`src/rtl/trig_seq_pkg.sv`:
```
// Shared types and default sizing for the encoder-driven trigger sequencer.
package trig_seq_pkg;

    localparam int unsigned NUM_CH_DEF = 2;
    localparam int unsigned CNT_W_DEF  = 32;

    typedef enum logic {
        ST_IDLE = 1'b0,
        ST_RUN  = 1'b1
    } state_e;

endpackage

```
`src/rtl/trig_channel.sv`:
```
// One trigger channel: latches its timing and frame gating at sequence start and
// produces a registered pulse from the shared sequence time.
module trig_channel
    import trig_seq_pkg::*;
#(
    parameter int unsigned CNT_W = CNT_W_DEF
) (
    input  logic             clk_i,
    input  logic             reset_i,
    input  logic             start_i,
    input  logic             run_d_i,
    input  logic [CNT_W:0]   t_d_i,
    input  logic             en_i,
    input  logic [CNT_W-1:0] delay_i,
    input  logic [CNT_W-1:0] width_i,
    input  logic [CNT_W-1:0] frm_start_i,
    input  logic [CNT_W-1:0] frm_stop_i,
    input  logic [CNT_W-1:0] frame_idx_i,
    output logic             trig_o,
    output logic [CNT_W:0]   end_c_o
);

    localparam int unsigned TW = CNT_W + 1;

    logic           act_c;
    logic           act_q, act_d;
    logic [CNT_W:0] delay_q, delay_d;
    logic [CNT_W:0] stop_q, stop_d;
    logic           trig_q, trig_d;

    // Live config view, only consumed on the start cycle.
    assign act_c   = en_i & (frame_idx_i >= frm_start_i) & (frame_idx_i < frm_stop_i);
    assign end_c_o = act_c ? (TW'(delay_i) + TW'(width_i)) : '0;

    // Compare against the next time value so the pulse lands on t == delay.
    always_comb begin
        act_d   = act_q;
        delay_d = delay_q;
        stop_d  = stop_q;
        if (start_i) begin
            act_d   = act_c;
            delay_d = TW'(delay_i);
            stop_d  = TW'(delay_i) + TW'(width_i);
        end
        trig_d = run_d_i & act_d & (t_d_i >= delay_d) & (t_d_i < stop_d);
    end

    always_ff @(posedge clk_i) begin
        if (reset_i) begin
            act_q   <= 1'b0;
            delay_q <= '0;
            stop_q  <= '0;
            trig_q  <= 1'b0;
        end else begin
            act_q   <= act_d;
            delay_q <= delay_d;
            stop_q  <= stop_d;
            trig_q  <= trig_d;
        end
    end

    assign trig_o = trig_q;

endmodule

```
`src/rtl/trig_sequencer.sv`:
```
// Encoder-edge trigger sequencer with per-channel delay/width and frame gating.
// Optional OVERRUN_CNT_EN builds a saturating counter of edges dropped while running.
module trig_sequencer
    import trig_seq_pkg::*;
#(
    parameter int unsigned NUM_CH = NUM_CH_DEF,
    parameter int unsigned CNT_W  = CNT_W_DEF
) (
    input  logic                    clk_i,
    input  logic                    reset_i,
    input  logic                    enc_trig_i,
    input  logic [NUM_CH-1:0]       ch_en_i,
    input  logic [NUM_CH*CNT_W-1:0] ch_delay_i,
    input  logic [NUM_CH*CNT_W-1:0] ch_width_i,
    input  logic [CNT_W-1:0]        frame_len_i,
    input  logic [NUM_CH*CNT_W-1:0] frm_start_i,
    input  logic [NUM_CH*CNT_W-1:0] frm_stop_i,
    output logic [NUM_CH-1:0]       trig_out_o,
    output logic                    busy_o,
    output logic [CNT_W-1:0]        frame_idx_o,
    output logic [CNT_W-1:0]        overrun_cnt_o
);

    localparam int unsigned TW = CNT_W + 1;

    state_e           state_q, state_d;
    logic [CNT_W:0]   t_q, t_d;
    logic [CNT_W:0]   end_q, end_d;
    logic [CNT_W-1:0] frame_q, frame_d;
    logic [CNT_W-1:0] flen_q, flen_d;
    logic             prev_q;
    logic             busy_q;
    logic             edge_c, start_c, run_d_c;
    logic [CNT_W:0]   end_max_c, frame_nxt_c;
    logic [CNT_W-1:0] flen_eff_c;
    logic [CNT_W:0]   ch_end_c [NUM_CH];

    assign edge_c  = enc_trig_i & ~prev_q;
    assign start_c = edge_c & (state_q == ST_IDLE);
    assign run_d_c = (state_d == ST_RUN);

    // Sequence length: longest active channel, never shorter than one cycle.
    always_comb begin
        end_max_c = TW'(1);
        for (int unsigned c = 0; c < NUM_CH; c++) begin
            if (ch_end_c[c] > end_max_c) end_max_c = ch_end_c[c];
        end
    end

    always_comb begin
        state_d     = state_q;
        t_d         = t_q;
        end_d       = end_q;
        frame_d     = frame_q;
        flen_d      = flen_q;
        flen_eff_c  = (flen_q == '0) ? CNT_W'(1) : flen_q;
        frame_nxt_c = TW'(frame_q) + TW'(1);
        case (state_q)
            ST_IDLE: begin
                if (edge_c) begin
                    state_d = ST_RUN;
                    t_d     = '0;
                    end_d   = end_max_c;
                    flen_d  = frame_len_i;
                end
            end
            ST_RUN: begin
                t_d = t_q + TW'(1);
                if (t_q == end_q - TW'(1)) begin
                    state_d = ST_IDLE;
                    frame_d = (frame_nxt_c >= TW'(flen_eff_c)) ? '0 : frame_nxt_c[CNT_W-1:0];
                end
            end
            default: state_d = ST_IDLE;
        endcase
    end

    always_ff @(posedge clk_i) begin
        if (reset_i) begin
            state_q <= ST_IDLE;
            t_q     <= '0;
            end_q   <= TW'(1);
            frame_q <= '0;
            flen_q  <= '0;
            prev_q  <= 1'b1;
            busy_q  <= 1'b0;
        end else begin
            state_q <= state_d;
            t_q     <= t_d;
            end_q   <= end_d;
            frame_q <= frame_d;
            flen_q  <= flen_d;
            prev_q  <= enc_trig_i;
            busy_q  <= run_d_c;
        end
    end

    for (genvar c = 0; c < NUM_CH; c++) begin : g_ch
        trig_channel #(
            .CNT_W(CNT_W)
        ) u_ch (
            .clk_i       (clk_i),
            .reset_i     (reset_i),
            .start_i     (start_c),
            .run_d_i     (run_d_c),
            .t_d_i       (t_d),
            .en_i        (ch_en_i[c]),
            .delay_i     (ch_delay_i[c*CNT_W +: CNT_W]),
            .width_i     (ch_width_i[c*CNT_W +: CNT_W]),
            .frm_start_i (frm_start_i[c*CNT_W +: CNT_W]),
            .frm_stop_i  (frm_stop_i[c*CNT_W +: CNT_W]),
            .frame_idx_i (frame_q),
            .trig_o      (trig_out_o[c]),
            .end_c_o     (ch_end_c[c])
        );
    end

`ifdef OVERRUN_CNT_EN
    logic [CNT_W-1:0] ovr_q;

    always_ff @(posedge clk_i) begin
        if (reset_i) begin
            ovr_q <= '0;
        end else if (edge_c && (state_q == ST_RUN) && (ovr_q != '1)) begin
            ovr_q <= ovr_q + CNT_W'(1);
        end
    end

    assign overrun_cnt_o = ovr_q;
`else
    assign overrun_cnt_o = '0;
`endif

    assign busy_o      = busy_q;
    assign frame_idx_o = frame_q;

endmodule

```
`config.mk`:
```
export PLATFORM = sky130hd
export DESIGN_NAME = trig_sequencer
export DESIGN_NICKNAME = d
export VERILOG_FILES = /design/src/rtl/trig_seq_pkg.sv /design/src/rtl/trig_channel.sv /design/src/rtl/trig_sequencer.sv
export SDC_FILE = /design/constraint.sdc
export NUM_CORES = 1
export LEC_CHECK = 0
export ABC_AREA = 1
export BUFFER_PORTS_ARGS = -buffer_cell sky130_fd_sc_hd__buf_4
export CAP_MARGIN = 20
export CORE_ASPECT_RATIO = 0.75
export CORE_UTILIZATION = 49
export CTS_BUF_LIST = sky130_fd_sc_hd__clkbuf_4 sky130_fd_sc_hd__clkbuf_8
export CTS_CLUSTER_DIAMETER = 150
export DETAILED_ROUTE_END_ITERATION = 12
export GPL_TIMING_DRIVEN = 0
export PLACE_DENSITY_LB_ADDON = 0.2
export SYNTH_ARGS = -nofsm -noshare
export SYNTH_HDL_FRONTEND = slang
export SYNTH_HIERARCHICAL = 1
export SYNTH_SLANG_ARGS = --single-unit
```
`constraint.sdc`:
```
create_clock -name clk_i -period 9.9 [get_ports clk_i]
set_input_delay 0.495 -clock clk_i [delete_from_list [all_inputs] [get_ports clk_i]]
set_output_delay 0.495 -clock clk_i [all_outputs]
set_load 0.005 [all_outputs]
```
* Yosys cells after proc, flatten, opt, wreduce, memory -nomap -nowiden
Cells that the tools add are included.
** Word-level totals
- Output and inout bits :: 67
- Register bits after elaboration :: 268
- Bits of input ports :: 293
** Cells by class
- $lt $le $gt $ge :: 11
- Bitwise logic cells :: 14
- Mux-type cells :: 17
- Reductions and logical operators :: 3
- Equal/unequal tests :: 1
- Add/sub/neg operators :: 5
** Operators by type and width (number)
- $mux 33 :: 9
- $add 32x32->33 :: 2
- $ge 33x33->1 :: 2
- $lt 33x33->1 :: 2
- $pmux 33 s2 :: 1
- $ge 32x32->1 :: 2
- $lt 32x32->1 :: 2
- $mux 32 :: 2
- $add 32x1->33 const B :: 1
- $add 33x1->33 const B :: 1
- $eq 33x33->1 :: 1
- $ge 33x32->1 :: 1
- $gt 33x1->1 const B :: 1
- $gt 33x33->1 :: 1
- $sub 33x1->33 const B :: 1
- $logic_not 32->1 :: 1
- $and 1x1->1 :: 12
- $mux 1 :: 4
- $reduce_and 2->1 :: 2
- $not 1->1 :: 2
- $pmux 1 s2 :: 1

* Logic depth before layout (Yosys ltp)
- Depth after elaboration :: 8
- Depth in mapped cells :: 31

* Modules after synthesis
The synthesis kept the hierarchy.
** Modules (own cells, without submodules)
- trig_sequencer :: area an instance 10298.6 um^2, times used 1, cells each 1635, sequential area each 2642.5 um^2
- trig_channel (g_ch[0].u_ch) :: area an instance 7932.6 um^2, times used 1, cells each 1198, sequential area each 1361.3 um^2
- trig_channel (g_ch[1].u_ch) :: area an instance 7785.0 um^2, times used 1, cells each 1163, sequential area each 1361.3 um^2

* Worst setup path before layout
Ideal clock, no wire load.
- Kind :: in2reg
- Start point :: in ch_delay_i[0]
- End point :: reg end_q[22]
- Stages on the path :: 29
- Buffers on the path :: 1
- Data arrival time :: 3.763 ns
- Setup time :: 0.070 ns
- Setup slack :: 6.067 ns
- Path through :: ha_1 -> inv_1 -> fa_1 -> inv_1 -> nand3_1 -> nand2_2 -> nand2_1 -> nand2_2 -> nand2_1 -> nand2_1 -> nand3_1 -> nand2_1 -> nand2_1 -> a21oi_1 -> inv_1 -> ha_1 -> nand2_1 -> inv_1 -> o21ai_0 -> a21oi_1 -> or2_2 -> a21oi_1 -> nand3_1 -> nand2_1 -> buf_2 -> nand2_1 -> nand2_1 -> nand2_1 -> a21oi_1
** RTL lines
- start: declaration :: line trig_sequencer.sv:13 : input logic [NUM_CH*CNT_W-1:0] ch_delay_i,
- end signal: assignment :: line trig_sequencer.sv:90 : end_q <= end_d;
- end: declaration :: line trig_sequencer.sv:28 : logic [CNT_W:0] end_q, end_d;

==> results by group <==
Floorplanning
  – Horizontal extent of the die: 268 µm
  – Total die area: 54000 µm²
  – Effective utilization at floorplan: 0.501
  – Count of pins on the block boundary: 360
  – Floorplan row count: 72
  – Placeable core region: 52000 µm²
  – Floorplan die height: 202 µm

Setup path
  – Arrival time reported for the critical path endpoint: 6.47 ns
  – Launching element of the worst setup path: frame_idx_o[7]
  – Startpoint kind of the worst setup timing path: register
  – Crit Reg-Reg Startpoint: frame_idx_o[7]
  – Critical Path End Type: register
  – Worst setup path category: register to register
  – Required time of the critical path: 10.46 ns
  – CP Max Fanout: 10

Logic synthesis
  – Yosys reg bits: 268
  – Count of warnings emitted by yosys: 6
  – Mean instance size in the synthesized netlist: 6.51 µm²
  – Largest cells by area after synthesis: dfxtp_1, ha_1, nand2_1
  – Area leader, netlist: dfxtp_1
  – Share of the yosys chip area belonging to registers: 0.206
  – Proportion of netlist area held by the largest area contributor: 0.206
  – Area of the mapped netlist: 26000 µm²
  – Number of instances in the synthesized netlist: 3996
  – Post-synth EDFFs: 0
  – Async set-reset flop share out of synthesis: 0
  – Unique cell type count in the Yosys netlist: 53
  – Primary flip-flop cell chosen by synthesis mapping: dfxtp_1

Placement
  – Quantity of I/O buffers inserted on ports: 326
  – Final GP Congestion: 1.02
  – Worst setup timing slack at the placement stage: 4.27 ns
  – HPWL after detailed placement: 82000 µm

GRT
  – Initial antenna violation count: 1
  – Global-route wire length before repair: 148000 µm
  – Via count of the first global-routing pass: 25000
  – Remaining Overflow, GRT: 0
  – Total routing resource utilization after global routing: 0.356
  – Maximum number of pins on one net before global-route repair: 13

Timing
  – Final setup violation count: 0
  – Max Slew Vio Count: 0
  – Hold Vio Cnt, Final: 0
  – Final min period: 5.91 ns
  – RSZ-0062 raised after global routing: no
  – Worst path setup slack after routing: 3.99 ns
  – Clock tree skew after final layout: 0.0432 ns
  – Setup Total Neg Slack: 0 ns
  – Timing-limited maximum frequency: 169 MHz
  – Slew margin rel.: 0.249
  – Transition at the pin with the smallest max-transition slack: 1.13 ns
  – Final worst-path cycle share: 0.597

Route
  – Number of optimization iterations in the first detailed-route pass: 6
  – Wire per inst: 19.0 µm
  – DR vias/cell: 5.47
  – Total number of vias: 28200
  – Number of DRC violations after detailed routing: 0
  – Routed Wire Length: 97700 µm
  – Number of DRC markers in iteration 0: 3100
  – Residual antenna-violating net count after detailed routing: 0

Power
  – Max rail drop VDD: 0.0000974 V
  – Cell area power density: 102 nW/µm²
  – Pleak: 0.0157 µW
  – Power consumption: 3120 µW

Hold path
  – Hold/Removal Path Class: primary input to register
  – Worst Min Path Start: enc_trig_i

Clock tree
  – Number of hold-repair buffers added at the cts stage: 0
  – Clock input transition at the sequential cells of the worst setup and hold paths: 0.06 ns
  – Cells resized by post-CTS repair: 0
  – Root Buffer Master: clkbuf_8
  – Number of H-tree levels: 2
  – TritonCTS clock tree: done
  – Worst-case clock buffer depth: 3
  – Cts bufs inserted: 48
  – Post-CTS Setup Bufs: 0
  – Clock insertion delay at the later pin of the skew report: 0.66 ns
  – Clock sinks: 268

Flow run
  – Max-capacitance violation count: 0

Run status
  – Run status: complete, no violations

Cells and area
  – Net count of the finished layout: 5089
  – Share of post-route cells with drive strength above 1: 0.142
  – Syn-to-layout area delta: 17.5%
[flip-flops by register name (all words and copies together), names as in the netlist]
register           flops
g_ch.u_ch/trig_o       2
g_ch.u_ch/delay_q     66
g_ch.u_ch/stop_q      66
g_ch.u_ch/act_q        2
t_q                   33
prev_q                 1
busy_o                 1
flen_q                32
frame_idx_o           32
end_q                 33
[kinds of logic after synthesis]
logic type | after synthesis | share of synthesized area
buf+inv | 649 | 0.101
mux | 60 | 0.0231
simple gates | 1885 | 0.316
other cells | 1 | 0.000144
fa+ha+maj | 390 | 0.188
compound gates | 639 | 0.131
flops | 268 | 0.206
xor+xnor | 104 | 0.0350
[per-layer routing]
| layer | wire (µm) | up-vias | global-route usage | part of all wire |
|---|---|---|---|---|
| li1 | - | 13900 | - | - |
| met1 | 46100 | 12800 | 0.549 | 0.47 |
| met2 | 38500 | 1335 | 0.494 | 0.39 |
| met3 | 11300 | 115 | 0.0772 | 0.12 |
| met4 | 1810 | 0 | 0.0769 | 0.019 |
| met5 | 0 | - | 0 | 0 |
[layout make-up]
class                           count  area [µm²]
Fill cell                        5250       21400
Clock buffer                       77         966
Sequential cell                   268        5370
Inverter                          512        1920
Timing Repair Buffer              329        2470
Multi-Input combinational cell   3110       18100
Antenna cell                        2        5.00
Clock inverter                     12         116
Buffer                            137         697
Tap cell                          703         880
[power breakdown]
group          switching, µW  internal, µW  leakage (µW)
Combinational            505           293        0.0130
Clock                    528           672      0.000579
Sequential              11.5          1110       0.00217
Total                   1040          2080        0.0157
[critical path, stage by stage (launching register included)]
cell and delay [ns]:
dfxtp_1 0.61, ha_1 0.34, nand2_1 0.09, nor2_1 0.05
nor3_1 0.15, nand2_1 0.16, nand2_1 0.09, nand2_1 0.11
a21oi_1 0.51, nand2_1 0.38, buf_2 0.33, a21oi_1 0.63
inv_1 0.15, ha_1 0.32, nand2_1 0.07, inv_1 0.06
nand3_1 0.11, nor3_1 0.29, nand3b_1 0.11, nand3_1 0.22
clkbuf_1 0.40, nand3_1 0.28, nand2_1 0.13, nand2_1 0.07
a21oi_1 0.14
[path summary, 6_finish.rpt]
path	depth (start not counted)	endpoint	slack [ns]
setup / recovery	24	end_q[31]	3.99
hold / removal	3	prev_q	0.08
setup reg to reg	24	end_q[31]	3.99
hold reg to reg	2	g_ch[0].u_ch/delay_q[32]	0.46
[cells in the mapped netlist (5+ instances only)]
master / count
inv_2: 5
nor3_2: 6
nor2_1: 415
o21ai_0: 177
xnor2_1: 46
o21a_1: 9
or2_2: 26
o211ai_1: 6
xor2_1: 58
nand2_2: 41
nand2_1: 916
mux2i_1: 60
o21ai_1: 18
clkbuf_1: 62
dfxtp_1: 268
ha_1: 388
nand3_2: 13
a211oi_1: 10
a21oi_2: 6
buf_4: 32
nand3_1: 237
nand4_1: 63
nor2_2: 34
o21bai_1: 13
buf_2: 25
nor4_1: 38
nor3_1: 69
a21o_1: 12
buf_1: 13
o21ai_2: 10
nand3b_1: 9
inv_1: 506
a21oi_1: 369
[cells in the final DEF (no fill, tap or decap), types with 12 or more instances in the layout]
| cell | synthesis | routed |
|---|---|---|
| nor2_2 | 34 | 34 |
| ha_1 | 388 | 388 |
| o21bai_1 | 13 | 13 |
| or2_2 | 26 | 26 |
| nand2_1 | 916 | 916 |
| buf_2 | 25 | 25 |
| a21o_1 | 12 | 12 |
| nor3_1 | 69 | 69 |
| o21ai_1 | 18 | 18 |
| buf_1 | 13 | 13 |
| conb_1 | 1 | 32 |
| nor2_1 | 415 | 415 |
| buf_4 | 32 | 360 |
| nand3_1 | 237 | 237 |
| nand3_2 | 13 | 13 |
| clkbuf_4 | 0 | 15 |
| nand2_2 | 41 | 41 |
| clkbuf_8 | 0 | 62 |
| xnor2_1 | 46 | 46 |
| o21ai_0 | 177 | 177 |
| mux2i_1 | 60 | 60 |
| dfxtp_1 | 268 | 268 |
| a21oi_1 | 369 | 369 |
| nor4_1 | 38 | 38 |
| xor2_1 | 58 | 58 |
| clkbuf_1 | 62 | 62 |
| nand4_1 | 63 | 63 |
| inv_1 | 506 | 506 |
[through the flow]
step,utilization,hold slack [ns],area (µm²),std cells
after global routing,0.588,0.0822,30600,5148
after CTS,0.588,0.0520,30600,5148
after global placement,0.567,0.442,29500,5056
after floorplan,-,0.428,26100,4027
final,0.588,0.0816,30600,5150
after detailed placement,0.567,0.453,29500,5059
Power figures use the tool's default switching activity.
